## src/rtl/multicore_pkg.sv

```systemverilog
// Shared types for the execute-stage ALU/MDU: operation encoding and op-class helpers.
package multicore_pkg;

  localparam int DEF_DATA_SIZE = 32;

  typedef enum logic [4:0] {
    OP_ADD    = 5'd0,
    OP_SUB    = 5'd1,
    OP_SLL    = 5'd2,
    OP_SLT    = 5'd3,
    OP_SLTU   = 5'd4,
    OP_XOR    = 5'd5,
    OP_SRL    = 5'd6,
    OP_SRA    = 5'd7,
    OP_OR     = 5'd8,
    OP_AND    = 5'd9,
    OP_MUL    = 5'd10,
    OP_MULH   = 5'd11,
    OP_MULHSU = 5'd12,
    OP_MULHU  = 5'd13,
    OP_DIV    = 5'd14,
    OP_DIVU   = 5'd15,
    OP_REM    = 5'd16,
    OP_REMU   = 5'd17
  } t_aluop;

  function automatic logic is_m_op(input t_aluop f);
    return f inside {OP_MUL, OP_MULH, OP_MULHSU, OP_MULHU,
                     OP_DIV, OP_DIVU, OP_REM, OP_REMU};
  endfunction

  function automatic logic is_base_op(input t_aluop f);
    return f inside {OP_ADD, OP_SUB, OP_SLL, OP_SLT, OP_SLTU,
                     OP_XOR, OP_SRL, OP_SRA, OP_OR, OP_AND};
  endfunction

endpackage

```

## src/rtl/mdu_iter.sv

```systemverilog
// Iterative unsigned multiply (shift-add) / restoring divide, one bit per cycle.
module mdu_iter #(
  parameter int DATA_SIZE = 32
) (
  input  logic                 i_clk,
  input  logic                 i_rst,
  input  logic                 i_start,
  input  logic                 i_div,
  input  logic [DATA_SIZE-1:0] i_a,
  input  logic [DATA_SIZE-1:0] i_b,
  output logic                 o_done,
  output logic [DATA_SIZE-1:0] o_hi,
  output logic [DATA_SIZE-1:0] o_lo
);

  localparam int CNT_W = $clog2(DATA_SIZE);

  logic                 busy;
  logic [CNT_W-1:0]     cnt;
  logic                 div_p0;
  logic [DATA_SIZE-1:0] b_p0;
  logic [DATA_SIZE-1:0] hi_p0;
  logic [DATA_SIZE-1:0] lo_p0;
  logic [DATA_SIZE:0]   sum;
  logic [DATA_SIZE:0]   shifted;
  logic [DATA_SIZE:0]   diff;
  logic [DATA_SIZE-1:0] hi_nxt;
  logic [DATA_SIZE-1:0] lo_nxt;

  // Multiply keeps the multiplier in lo and shifts the product in from the top;
  // divide shifts the dividend out of lo into the partial remainder in hi.
  always_comb begin
    sum     = {1'b0, hi_p0} + (lo_p0[0] ? {1'b0, b_p0} : '0);
    shifted = {hi_p0, lo_p0[DATA_SIZE-1]};
    diff    = shifted - {1'b0, b_p0};
    if (div_p0) begin
      hi_nxt = diff[DATA_SIZE] ? shifted[DATA_SIZE-1:0] : diff[DATA_SIZE-1:0];
      lo_nxt = {lo_p0[DATA_SIZE-2:0], ~diff[DATA_SIZE]};
    end else begin
      hi_nxt = sum[DATA_SIZE:1];
      lo_nxt = {sum[0], lo_p0[DATA_SIZE-1:1]};
    end
  end

  assign o_done = busy && (cnt == CNT_W'(DATA_SIZE - 1));
  assign o_hi   = hi_p0;
  assign o_lo   = lo_p0;

  always_ff @(posedge i_clk) begin
    if (i_rst) begin
      busy <= 1'b0;
      cnt  <= '0;
    end else if (i_start) begin
      busy <= 1'b1;
      cnt  <= '0;
    end else if (busy) begin
      if (o_done) begin
        busy <= 1'b0;
        cnt  <= '0;
      end else begin
        cnt <= cnt + 1'b1;
      end
    end
  end

  always_ff @(posedge i_clk) begin
    if (i_start) begin
      div_p0 <= i_div;
      b_p0   <= i_b;
      hi_p0  <= '0;
      lo_p0  <= i_a;
    end else if (busy) begin
      hi_p0 <= hi_nxt;
      lo_p0 <= lo_nxt;
    end
  end

endmodule

```

## src/rtl/alu_mdu.sv

```systemverilog
// Execute-stage ALU with optional iterative M-extension unit behind valid/ready.
// Define ALU_MDU_M_EN to build multiply/divide; otherwise M ops report illegal.
module alu_mdu
  import multicore_pkg::*;
#(
  parameter int DATA_SIZE = DEF_DATA_SIZE,
  parameter int TAG_W     = 4
) (
  input  logic                 i_clk,
  input  logic                 i_rst,
  input  logic                 i_valid,
  output logic                 o_ready,
  input  t_aluop               i_funct,
  input  logic [DATA_SIZE-1:0] i_op_a,
  input  logic [DATA_SIZE-1:0] i_op_b,
  input  logic [TAG_W-1:0]     i_tag,
  output logic                 o_valid,
  input  logic                 i_ready,
  output logic [DATA_SIZE-1:0] o_result,
  output logic [TAG_W-1:0]     o_tag,
  output logic                 o_illegal
);

  localparam int SH_W = $clog2(DATA_SIZE);

`ifdef ALU_MDU_M_EN
  typedef enum logic [1:0] {IDLE, ITER, FIX, DONE} state_t;
  localparam logic [DATA_SIZE-1:0] MIN_VAL = {1'b1, {(DATA_SIZE-1){1'b0}}};
  localparam logic [DATA_SIZE-1:0] ONES    = '1;
`else
  typedef enum logic [1:0] {IDLE, DONE} state_t;
`endif

  state_t               state;
  state_t               state_nxt;
  state_t               acc_state;
  logic                 accept;
  logic                 legal;
  logic [DATA_SIZE-1:0] imm_result;

  function automatic logic [DATA_SIZE-1:0] base_op(input t_aluop f,
                                                   input logic [DATA_SIZE-1:0] a,
                                                   input logic [DATA_SIZE-1:0] b);
    logic signed [DATA_SIZE-1:0] sa;
    logic signed [DATA_SIZE-1:0] sb;
    logic        [SH_W-1:0]      sh;
    logic        [DATA_SIZE-1:0] r;
    sa = a;
    sb = b;
    sh = b[SH_W-1:0];
    case (f)
      OP_ADD:  r = a + b;
      OP_SUB:  r = a - b;
      OP_SLL:  r = a << sh;
      OP_SRL:  r = a >> sh;
      OP_SRA:  r = $unsigned(sa >>> sh);
      OP_SLT:  r = {{(DATA_SIZE-1){1'b0}}, sa < sb};
      OP_SLTU: r = {{(DATA_SIZE-1){1'b0}}, a < b};
      OP_XOR:  r = a ^ b;
      OP_OR:   r = a | b;
      OP_AND:  r = a & b;
      default: r = '0;
    endcase
    return r;
  endfunction

`ifdef ALU_MDU_M_EN
  logic                     is_m;
  logic                     is_div;
  logic                     is_rem;
  logic                     div0;
  logic                     ovf;
  logic                     a_sgn;
  logic                     b_sgn;
  logic                     go_iter;
  logic [DATA_SIZE-1:0]     a_mag;
  logic [DATA_SIZE-1:0]     b_mag;
  t_aluop                   op_p1;
  logic                     neg_p1;
  logic                     rneg_p1;
  logic                     mdu_done;
  logic [DATA_SIZE-1:0]     mdu_hi;
  logic [DATA_SIZE-1:0]     mdu_lo;
  logic [2*DATA_SIZE-1:0]   prod;
  logic [2*DATA_SIZE-1:0]   prod_s;
  logic [DATA_SIZE-1:0]     fix_result;

  // Accept stage: classify, catch divide fast paths, form operand magnitudes
  always_comb begin
    is_m   = is_m_op(i_funct);
    is_div = i_funct inside {OP_DIV, OP_DIVU, OP_REM, OP_REMU};
    is_rem = i_funct inside {OP_REM, OP_REMU};
    div0   = is_div && (i_op_b == '0);
    ovf    = (i_funct inside {OP_DIV, OP_REM}) && (i_op_a == MIN_VAL) && (i_op_b == ONES);
    a_sgn  = (i_funct inside {OP_MULH, OP_MULHSU, OP_DIV, OP_REM}) && i_op_a[DATA_SIZE-1];
    b_sgn  = (i_funct inside {OP_MULH, OP_DIV, OP_REM}) && i_op_b[DATA_SIZE-1];
    a_mag  = a_sgn ? -i_op_a : i_op_a;
    b_mag  = b_sgn ? -i_op_b : i_op_b;
    legal  = is_base_op(i_funct) || is_m;
    go_iter = is_m && !div0 && !ovf;
    acc_state = go_iter ? ITER : DONE;
    if (!legal)
      imm_result = '0;
    else if (!is_m)
      imm_result = base_op(i_funct, i_op_a, i_op_b);
    else if (div0)
      imm_result = is_rem ? i_op_a : ONES;
    else
      imm_result = is_rem ? '0 : MIN_VAL;
  end

  mdu_iter #(.DATA_SIZE(DATA_SIZE)) u_mdu_iter (
    .i_clk   (i_clk),
    .i_rst   (i_rst),
    .i_start (accept && go_iter),
    .i_div   (is_div),
    .i_a     (a_mag),
    .i_b     (b_mag),
    .o_done  (mdu_done),
    .o_hi    (mdu_hi),
    .o_lo    (mdu_lo)
  );

  always_ff @(posedge i_clk) begin
    if (accept) begin
      op_p1   <= i_funct;
      neg_p1  <= a_sgn ^ b_sgn;
      rneg_p1 <= a_sgn;
    end
  end

  // Fix stage: restore signs and pick the requested half / quotient / remainder
  always_comb begin
    prod   = {mdu_hi, mdu_lo};
    prod_s = neg_p1 ? -prod : prod;
    case (op_p1)
      OP_MUL:                       fix_result = prod_s[DATA_SIZE-1:0];
      OP_MULH, OP_MULHSU, OP_MULHU: fix_result = prod_s[2*DATA_SIZE-1:DATA_SIZE];
      OP_DIV, OP_DIVU:              fix_result = neg_p1 ? -mdu_lo : mdu_lo;
      OP_REM, OP_REMU:              fix_result = rneg_p1 ? -mdu_hi : mdu_hi;
      default:                      fix_result = '0;
    endcase
  end
`else
  always_comb begin
    legal      = is_base_op(i_funct);
    acc_state  = DONE;
    imm_result = legal ? base_op(i_funct, i_op_a, i_op_b) : '0;
  end
`endif

  assign accept = i_valid && o_ready;

  always_ff @(posedge i_clk) begin
    if (i_rst) state <= IDLE;
    else       state <= state_nxt;
  end

  always_comb begin
    state_nxt = state;
    case (state)
      IDLE: if (accept) state_nxt = acc_state;
`ifdef ALU_MDU_M_EN
      ITER: if (mdu_done) state_nxt = FIX;
      FIX:  state_nxt = DONE;
`endif
      DONE: if (i_ready) state_nxt = accept ? acc_state : IDLE;
      default: state_nxt = IDLE;
    endcase
  end

  always_comb begin
    o_valid = (state == DONE);
    o_ready = (state == IDLE) || ((state == DONE) && i_ready);
  end

  // Result stage: single-cycle results land on accept, iterative ones leaving FIX
  always_ff @(posedge i_clk) begin
    if (i_rst) begin
      o_result  <= '0;
      o_tag     <= '0;
      o_illegal <= 1'b0;
    end else if (accept) begin
      o_tag     <= i_tag;
      o_illegal <= !legal;
      o_result  <= imm_result;
    end
`ifdef ALU_MDU_M_EN
    else if (state == FIX) begin
      o_result <= fix_result;
    end
`endif
  end

endmodule

```

## config.mk

```make
export PLATFORM = sky130hd
export DESIGN_NAME = alu_mdu
export DESIGN_NICKNAME = d
export VERILOG_FILES = /design/src/rtl/multicore_pkg.sv /design/src/rtl/mdu_iter.sv /design/src/rtl/alu_mdu.sv
export SDC_FILE = /design/constraint.sdc
export NUM_CORES = 1
export LEC_CHECK = 0
export BUFFER_PORTS_ARGS = -buffer_cell sky130_fd_sc_hd__buf_2
export CAP_MARGIN = 20
export CORE_UTILIZATION = 45
export DETAILED_ROUTE_END_ITERATION = 8
export GPL_ROUTABILITY_DRIVEN = 0
export PLACE_DENSITY = 0.66
export SLEW_MARGIN = 25
export SYNTH_ARGS = -nofsm -noshare
export SYNTH_HDL_FRONTEND = slang
export SYNTH_SLANG_ARGS = --single-unit
```

## constraint.sdc

```tcl
create_clock -name i_clk -period 3.9 [get_ports i_clk]
set_input_delay 0.39 -clock i_clk [delete_from_list [all_inputs] [get_ports i_clk]]
set_output_delay 0.39 -clock i_clk [all_outputs]
set_load 0.05 [all_outputs]
```

* Word level (Yosys, flattened, before mapping)
Index checks and enable logic that the tools add are counted.
Storage, ports and cells: logic and storage cells 40, register bits 39, input bits 77, output and inout port bits 39
Cells by class: $lt $le $gt $ge 2, reductions and logical operators 8, eq/ne operators 12, shift-type cells 3, mux-type cells 6, bitwise logic cells 3, add/subtract/negate cells 2
Operator list (number):
- 32-bit case mux with 10 select lines | 1
- 32-bit less-than comparator | 2
- 32-bit adder | 1
- 32-bit bitwise AND | 1
- 32-bit 2-to-1 mux | 1
- 32-bit bitwise OR | 1
- 32-bit by 5-bit << shifter with 32-bit output | 1
- 32-bit by 5-bit right shift with 32-bit output | 1
- 32-bit by 5-bit >>> shifter with 32-bit output | 1
- 32-bit subtractor | 1
- 32-bit bitwise XOR | 1
- 5-bit by 3-bit == test with 1-bit output, second input constant | 4
- 5-bit by 2-bit == test with 1-bit output, second input constant | 2
- 5-bit by 4-bit == test with 1-bit output, second input constant | 2
- 10-bit nonzero test | 1
- 5-bit by 1-bit == test with 1-bit output, second input constant | 1
- 5-bit zero test | 1
- 2-bit 2-to-1 mux | 2
- 2-bit case mux with 2 select lines | 1
- 2-bit by 1-bit == test with 1-bit output, second input constant | 1
- 1-bit logical AND | 2
- 2-bit zero test | 1
- 2-bit by 1-bit != test with 1-bit output, second input constant | 1
- 2-bit != test, second input constant | 1
- other kinds (4) | 4

* Logic depth before layout (Yosys ltp)
Gate-level depths: netlist of run 1.
depth in word-level cells 7, gate-level depth with buffers 15, gate-level depth less buffers 13

* Worst setup path before layout of run 1
No wires, ideal clock.
path type input port to flip-flop, start input port i_op_b[2], end register o_result[25], slack 171 ps, buffers on the path 4, arrival time 3602 ps, data required time 3773 ps, library setup time 127 ps, stages on the path 15, cell sequence clkbuf_1 -> inv_1 -> clkbuf_1 -> clkbuf_1 -> ha_1 -> buf_6 -> nor3_2 -> o311ai_2 -> a31oi_2 -> o21ai_2 -> a2111oi_4 -> o311a_4 -> a211o_2 -> a21oi_1 -> or3_1
Between the ends: word-level cells in the longest chain between the ends 3, elaborated cells on any way between the ends 7, classes of those cells add/sub (2); shift (3); mux (2)
RTL lines:
- from (decl) | line alu_mdu.sv:15 | input logic [DATA_SIZE-1:0] i_op_b,
- 32-bit subtractor (tied with other cells) | line alu_mdu.sv:53 | OP_SUB: r = a - b;
- 32-bit case mux with 10 select lines * | line alu_mdu.sv:51 | case (f)
- 32-bit 2-to-1 mux * | line alu_mdu.sv:148 | imm_result = legal ? base_op(i_funct, i_op_a, i_op_b) : '0;
- to (signal assigned) | line alu_mdu.sv:186 | o_result <= imm_result;
- to (decl) | line alu_mdu.sv:19 | output logic [DATA_SIZE-1:0] o_result,
Every way passes the cells marked *; elsewhere a longest branch is shown, timed or not. A chain may end at the register's enable or synchronous reset.

* Final worst setup path of run 1
start input port i_op_a[0], end register o_result[22]
Between the ends: word-level cells in the longest chain between the ends 3, elaborated cells on any way between the ends 7, classes of those cells add/sub (2); shift (3); mux (2)
RTL lines:
- from (decl) | line alu_mdu.sv:14 | input logic [DATA_SIZE-1:0] i_op_a,
- 32-bit subtractor (tied with other cells) | line alu_mdu.sv:53
- 32-bit case mux with 10 select lines * | line alu_mdu.sv:51
- 32-bit 2-to-1 mux * | line alu_mdu.sv:148
Marked as above.

==> results_dict.tcl, run 1 <==
set metrics [dict create \
    outcome "completed" \
    routed_via_density 6.75 \
    max_clock_freq_mhz 298 \
    rsz0062_at_grt "no" \
    async_flop_share 0 \
    grt_usage 0.355 \
    setup_viol 0 \
    relSlewSlack 0.349 \
    synth-main-ff-cell "dfxtp_1" \
    switchingPower_w 0.00107 \
    cp_max_fo 5 \
    switching_share 0.490 \
    finalCriticalPeriod_ns 3.35 \
    syn_avg_cell_area_sq_um 7.19 \
    ff2ff_setup_slack_ns 1.48 \
    clk_pin_slew_worst_paths_ns 0.06 \
    required_ns 4.11 \
    skew_ns 0.00793 \
    clockBufferDepth 2 \
    synth.top_cell.area_share 0.120 \
    ir_drop_mv 0.169 \
    worstMarginPinSlew_ns 0.971 \
    synthCells 1446 \
    synth.area.top_cells "ha_1 12%, mux4_2 12%, dfxtp_1 7.3%" \
    cts_buffers 5 \
    yosys_warnings 0 \
    critPathMostFrequentCell "inv_1" \
    antenna_found_initial 1 \
    first_pass_iters 9 \
    cts_setup_buffers 0 \
    worstHoldPathType "in -> reg" \
    dr_total_vias 12100 \
    final_common_cell "nor2_1" \
    drcViolationCount 0 \
    layout-drive-gt1-share 0.182 \
    drt-initial-drc-count 1852 \
    synth.distinct_cells 94 \
    final_cell_mix "159 x nor2_1, 145 x nand2_1, 138 x a21oi_1, 121 x o21ai_0, 114 x buf_2" \
    setup_tns_ns 0 \
    cp.arrival_ns 3.56 \
    critical_path_class "in -> reg" \
    die_height_microns 154 \
    dp_hpwl_microns 33200 \
    drtAntennaViolNets 0 \
    clkSinkCount 38 \
    cts-resized-gates 0 \
    cts_tree "yes" \
    die_w_microns 154 \
    clkPwrFrac 0.192 \
    layout_worst_path_cycle_share 0.860 \
    grt_overflow 0 \
    avgRoutedWirePerCell_microns 23.9 \
    core_sq_um 22600 \
    final_nets 1683 \
    first_global_vias 10900 \
    syn-cell-area_sq_um 10400 \
    timing.critical_path.cells "buf_2 -> inv_1 -> ha_1 -> inv_1 -> fa_1 -> and2b_2 -> o21ai_0 -> a21boi_1 -> a21oi_2 -> o21ai_1 -> a2111oi_0 -> or4_1 -> nand3_1 -> a211oi_1" \
    p_leak_nw 4.75 \
    maxCapViolCount 0 \
    start_util 0.459 \
    ys_ff_latch 38 \
    final_cell_area_sq_um 11200 \
    syn_to_final_growth_pct 8.15 \
    slew_viol_final 0 \
    cp_top_family "compound AO/OA/AOI/OAI gates" \
    clk_latency_ns 0.29 \
    power_frac_comb 0.624 \
    critPathSlowestCell "a2111oi_0" \
    endpoint_kind "flop" \
    critPathBufInv 3 \
    dieArea_sq_um 23700 \
    seq_power_share 0.184 \
    critPathMaxStageDelay_ns 0.59 \
    root_buffer "clkbuf_16" \
    io_buffer_count 115 \
    pin_count 116 \
    cts_hold_buf 0 \
    synth_nets 1625 \
    grt_pass1_wl_microns 65200 \
    final_hold_viol_count 0 \
    start_kind "input pin" \
    p_per_area_nw_per_um2 194 \
    seq_area_frac_synth 0.0732 \
    antenna_cells 0 \
    synth_largest_area_cell "ha_1" \
    rows 55 \
    postPlaceCellArea_sq_um 11100 \
    grt_max_degree 71 \
    synth_edf_count 0 \
    wirelength_microns 42800 \
    p_int_w 0.00111 \
    cts_htree_levels 2 \
]
## power by group through the flow
stage	sequential, W	clock, W	combinational, W
global placement	0.000410	0	0.00130
global route	0.000403	0.000433	0.00146
CTS	0.000402	0.000423	0.00132
finish	0.000402	0.000420	0.00136
floorplan	0.000439	0	0.000911
detailed placement	0.000410	0	0.00131
## flip-flops by register name (all words and copies together), names as in the netlist
signal / cells
state: 1
o_tag: 4
o_illegal: 1
o_result: 32
## path summary, 6_finish.rpt
path	startpoint	end	depth (start not counted)
max reg2reg	state[0]$_SDFFE_PP0P_	o_result[0]$_SDFFE_PP0P_	8
min	i_tag[2]	o_tag[2]$_SDFFE_PP0P_	3
min reg2reg	o_tag[2]$_SDFFE_PP0P_	o_tag[2]$_SDFFE_PP0P_	2
max	i_op_a[0]	o_result[22]$_SDFFE_PP0P_	14
## worst reg2reg max path, stage by stage (launching register included)
cell	delay, ns
dfxtp_1	0.31
nand2b_1	0.13
nand2_2	0.21
buf_4	0.35
a221oi_1	0.37
o211ai_1	0.14
a21oi_1	0.13
o21ai_0	0.29
o311a_1	0.40
## routing by layer
metal	GRT usage	vias up	routed length, microns
met5	0	-	0
li1	-	5479	-
met1	0.486	5621	17000
met2	0.536	849	18100
met4	0.143	0	2020
met3	0.0823	125	5700
## synthesized netlist by cell type, drive strengths merged (9+ instances only)
master     n
a211oi    22
a21o      14
a21oi    139
a221oi    14
a22oi     19
a31oi     11
and2      10
buf       40
clkbuf    74
dfxtp     38
ha       100
inv       94
mux2      11
mux2i     34
mux4      55
nand2    146
nand2b     9
nand3     36
nand4      9
nor2     159
nor3      48
nor4      11
o2111ai   11
o211ai    28
o21ai    126
o21bai     9
o31ai     18
or3       12
xnor2     11
## final cells by class
| class | count | area [sq um] |
|---|---|---|
| clock buffer | 5 | 125 |
| clock inverter | 2 | 10.0 |
| fill | 2248 | 11400 |
| inverter | 96 | 360 |
| multi-input combinational | 1198 | 8660 |
| sequential | 38 | 761 |
| tap | 285 | 357 |
| timing repair buffer | 165 | 966 |
## logic make-up after synthesis
family / share of synthesized area
multiplexers: 0.164
adder cells (fa/ha/maj): 0.124
AO/OA/AOI/OAI: 0.314
XOR/XNOR: 0.0126
flip-flops: 0.0732
buffers and inverters: 0.0953
AND/OR/NAND/NOR: 0.216
## per-stage QoR
stage           util  hold slack, ns  power [W]  std cells  setup WS [ns]
2_1_floorplan      -           0.519    0.00135       1446          0.171
3_3_place_gp   0.491           0.439    0.00171       1782          0.456
3_5_place_dp   0.491           0.448    0.00172       1782          0.358
4_1_cts        0.497           0.336    0.00214       1789          0.621
5_1_grt        0.497           0.349    0.00229       1789          0.408
6_report       0.497           0.335    0.00219       1789          0.547
Note: power is estimated with default switching activity, not from simulation.
==> run 2, diff against run 1 <==
--- a/config.mk
+++ b/config.mk
@@ -5,6 +5,7 @@
 export SDC_FILE = /design/constraint.sdc
 export NUM_CORES = 1
 export LEC_CHECK = 0
+export ABC_AREA = 1
 export BUFFER_PORTS_ARGS = -buffer_cell sky130_fd_sc_hd__buf_2
 export CAP_MARGIN = 20
 export CORE_UTILIZATION = 45
==> constraint.sdc (replaced) <==
create_clock -name i_clk -period 3.9 [get_ports i_clk]
set_input_delay 0.39 -clock i_clk [delete_from_list [all_inputs] [get_ports i_clk]]
set_output_delay 0.39 -clock i_clk [all_outputs]
set_load 0.005 [all_outputs]
==> run 2 against run 1 <==
Fmax grew 15%. Cell count up 44%. The flow now finishes with violations (DRC). Combinational power up 4%. Largest cell class unchanged. Synthesized area increased by 8.8%. Via count is 32% higher. Core utilization decreased by 0.19 points. Die area increased by 8.7%. Hold slack worse by 0.0025 ns.
==> results_dict.tcl, run 2 <==
set metrics [dict create \
    outcome "finished with violations" \
    failed_checks "DRC" \
    synth_edf_count 0 \
    layout_worst_path_cycle_share 0.745 \
    setup_viol 0 \
    start_kind "input pin" \
    synth_simple_gate_area_share 0.536 \
    avgRoutedWirePerCell_microns 20.8 \
    grt_max_degree 64 \
    critical_path_class "in -> reg" \
    r2r-start "state[0]$_SDFFE_PP0P_" \
    final_nets 2438 \
    finalCriticalPeriod_ns 2.91 \
    worstMarginPinSlew_ns 0.979 \
    required_ns 4.04 \
    layout-drive-gt1-share 0.0805 \
    async_flop_share 0 \
    synth_xor_area_frac 0.00387 \
    cts-resized-gates 0 \
    syn-cell-area_sq_um 11300 \
    root_buffer "clkbuf_16" \
    synthTopCellsByCount "772 x nand2_1, 375 x nand3_1, 264 x inv_1" \
    relSlewSlack 0.342 \
    cts_buffers 5 \
    drt-initial-drc-count 2370 \
    skew_ns 0.0203 \
    clkPwrFrac 0.248 \
    hold_depth 3 \
    regMostFlops "o_result" \
    yosys.area_share.adder 0.114 \
    pre_cts_ws_ns 0.835 \
    syn_to_final_growth_pct 6.94 \
    synth_largest_area_cell "nand2_1" \
    setup_slack_ns 0.994 \
    yosys_warnings 0 \
    pin_count 116 \
    io_buffer_count 115 \
    die_w_microns 161 \
    grt_pass1_wl_microns 80200 \
    synth_compound_area_frac 0.137 \
    clockBufferDepth 2 \
    p_per_area_nw_per_um2 201 \
    cts_tree "yes" \
    fin_hold_ws_ns 0.333 \
    rows 57 \
    final_cell_area_sq_um 12100 \
    final_common_cell "nand2_1" \
    p_leak_nw 6.74 \
    grt_usage 0.405 \
    worstReg2RegEnd "o_result[23]$_SDFFE_PP0P_" \
    cp_max_fo 56 \
    worstHoldPathType "in -> reg" \
    synth.distinct_cells 49 \
    switchingPower_w 0.00125 \
    seq_area_frac_synth 0.0672 \
    r2r_cells 7 \
    p_int_w 0.00119 \
    power_frac_comb 0.581 \
    drtAntennaViolNets 0 \
    seq_power_share 0.171 \
    max_clock_freq_mhz 344 \
    cts_htree_levels 2 \
    start_util 0.463 \
    cts_setup_buffers 0 \
    cp.arrival_ns 3.05 \
    die_height_microns 161 \
    core_sq_um 24500 \
    synth-main-ff-cell "dfxtp_1" \
    routed_via_density 6.16 \
    dieArea_sq_um 25800 \
    synth_mux_area_frac 0 \
    ff2ff_setup_slack_ns 1.40 \
    worstHoldEndpoint "o_tag[1]$_SDFFE_PP0P_" \
    slew_viol_final 0 \
    synth.most_common_cell "nand2_1" \
    synth_top_family_by_area "simple AND/OR/NAND/NOR gates" \
    dp_hpwl_microns 42300 \
    syn_avg_cell_area_sq_um 5.10 \
    reg_top3 "o_result x32, o_tag x4" \
    endpoint_kind "flop" \
    finalPower_w 0.00244 \
    largest_reg_flops 32 \
    ys_ff_latch 38 \
    wirelength_microns 53600 \
    first_global_vias 14400 \
    dr_total_vias 15900 \
    clk_latency_ns 0.32 \
    antenna_cells 0 \
    drcViolationCount 3 \
    final_cell_mix "772 x nand2_1, 375 x nand3_1, 264 x inv_1, 164 x nor2_1, 134 x a21oi_1" \
    postPlaceCellArea_sq_um 11900 \
    clk_pin_slew_worst_paths_ns 0.06 \
    synthCells 2218 \
    grt_overflow 0 \
    synth.top_cell.area_share 0.256 \
    antenna_found_initial 2 \
    ir_drop_mv 0.182 \
    synth.area.top_cells "nand2_1 26%, nand3_1 17%, ha_1 11%" \
    switching_share 0.513 \
    clkSinkCount 38 \
    synth_nets 2397 \
    cts_hold_buf 0 \
    final_hold_viol_count 0 \
    first_pass_iters 9 \
    maxCapViolCount 0 \
    setup_tns_ns 0 \
    min_from "i_tag[1]" \
    rsz0062_at_grt "no" \
]
## run 2: kinds of logic (layout without fill, tap and decap cells)
family	after synthesis	count (layout)
AOI/OAI and AO/OA	281	281
and+or+nand+nor	1412	1412
DFF	38	38
adders and majority gates	102	102
buffers and inverters	380	422
xor gates and xnor gates	5	5
## run 2: area by class of cell
cell class	count	area, sq um
inverter	275	1030
sequential	38	761
fill	2716	12400
clock inverter	2	60.1
multi-input combinational	1800	8950
clock buffer	6	139
tap	324	405
timing repair buffer	139	756
## run 2: metal layers
metal  vias to the layer above  global-route usage  part of all wire
li1                       7265                   -                 -
met3                       357               0.129              0.15
met5                         -                   0           0.00048
met1                      7059               0.483              0.35
met4                         4               0.274             0.084
met2                      1235               0.620              0.41
## run 2: critical path: stages
cell	delay [ns]
buf_2	0.13
inv_2	0.06
buf_4	0.32
fa_1	0.54
nand2_1	0.11
nand3_2	0.10
nand2_1	0.10
nand3_2	0.16
nand2_1	0.12
o2111ai_1	0.11
a21oi_1	0.42
nand2_1	0.28
nand2_1	0.12
a21oi_1	0.06
## run 2: power by group through the flow
stage | logic, W | registers, W | clock network (W)
5_1_grt | 0.00152 | 0.000418 | 0.000609
3_5_place_dp | 0.00133 | 0.000425 | 0
4_1_cts | 0.00134 | 0.000416 | 0.000592
6_report | 0.00142 | 0.000417 | 0.000604
2_1_floorplan | 0.000921 | 0.000422 | 0
3_3_place_gp | 0.00132 | 0.000424 | 0
## run 2: worst max path at each step
stage	slack, ns	from	cells past startpoint	end
2_1_floorplan	1.43	i_op_b[2]	17	o_result[7]$_SDFFE_PP0P_
3_3_place_gp	0.78	i_op_a[12]	17	o_result[31]$_SDFFE_PP0P_
3_5_place_dp	0.84	i_op_b[1]	14	o_result[8]$_SDFFE_PP0P_
4_1_cts	1.14	i_op_b[1]	14	o_result[8]$_SDFFE_PP0P_
5_1_grt	0.88	i_op_b[1]	14	o_result[8]$_SDFFE_PP0P_
6_report	0.99	i_op_b[1]	14	o_result[8]$_SDFFE_PP0P_
## run 2: metrics by stage
step / util / std cells
after floorplan: - / 2218
after global placement: 0.487 / 2576
after detailed placement: 0.487 / 2576
after CTS: 0.495 / 2584
after global routing: 0.495 / 2584
final: 0.495 / 2584
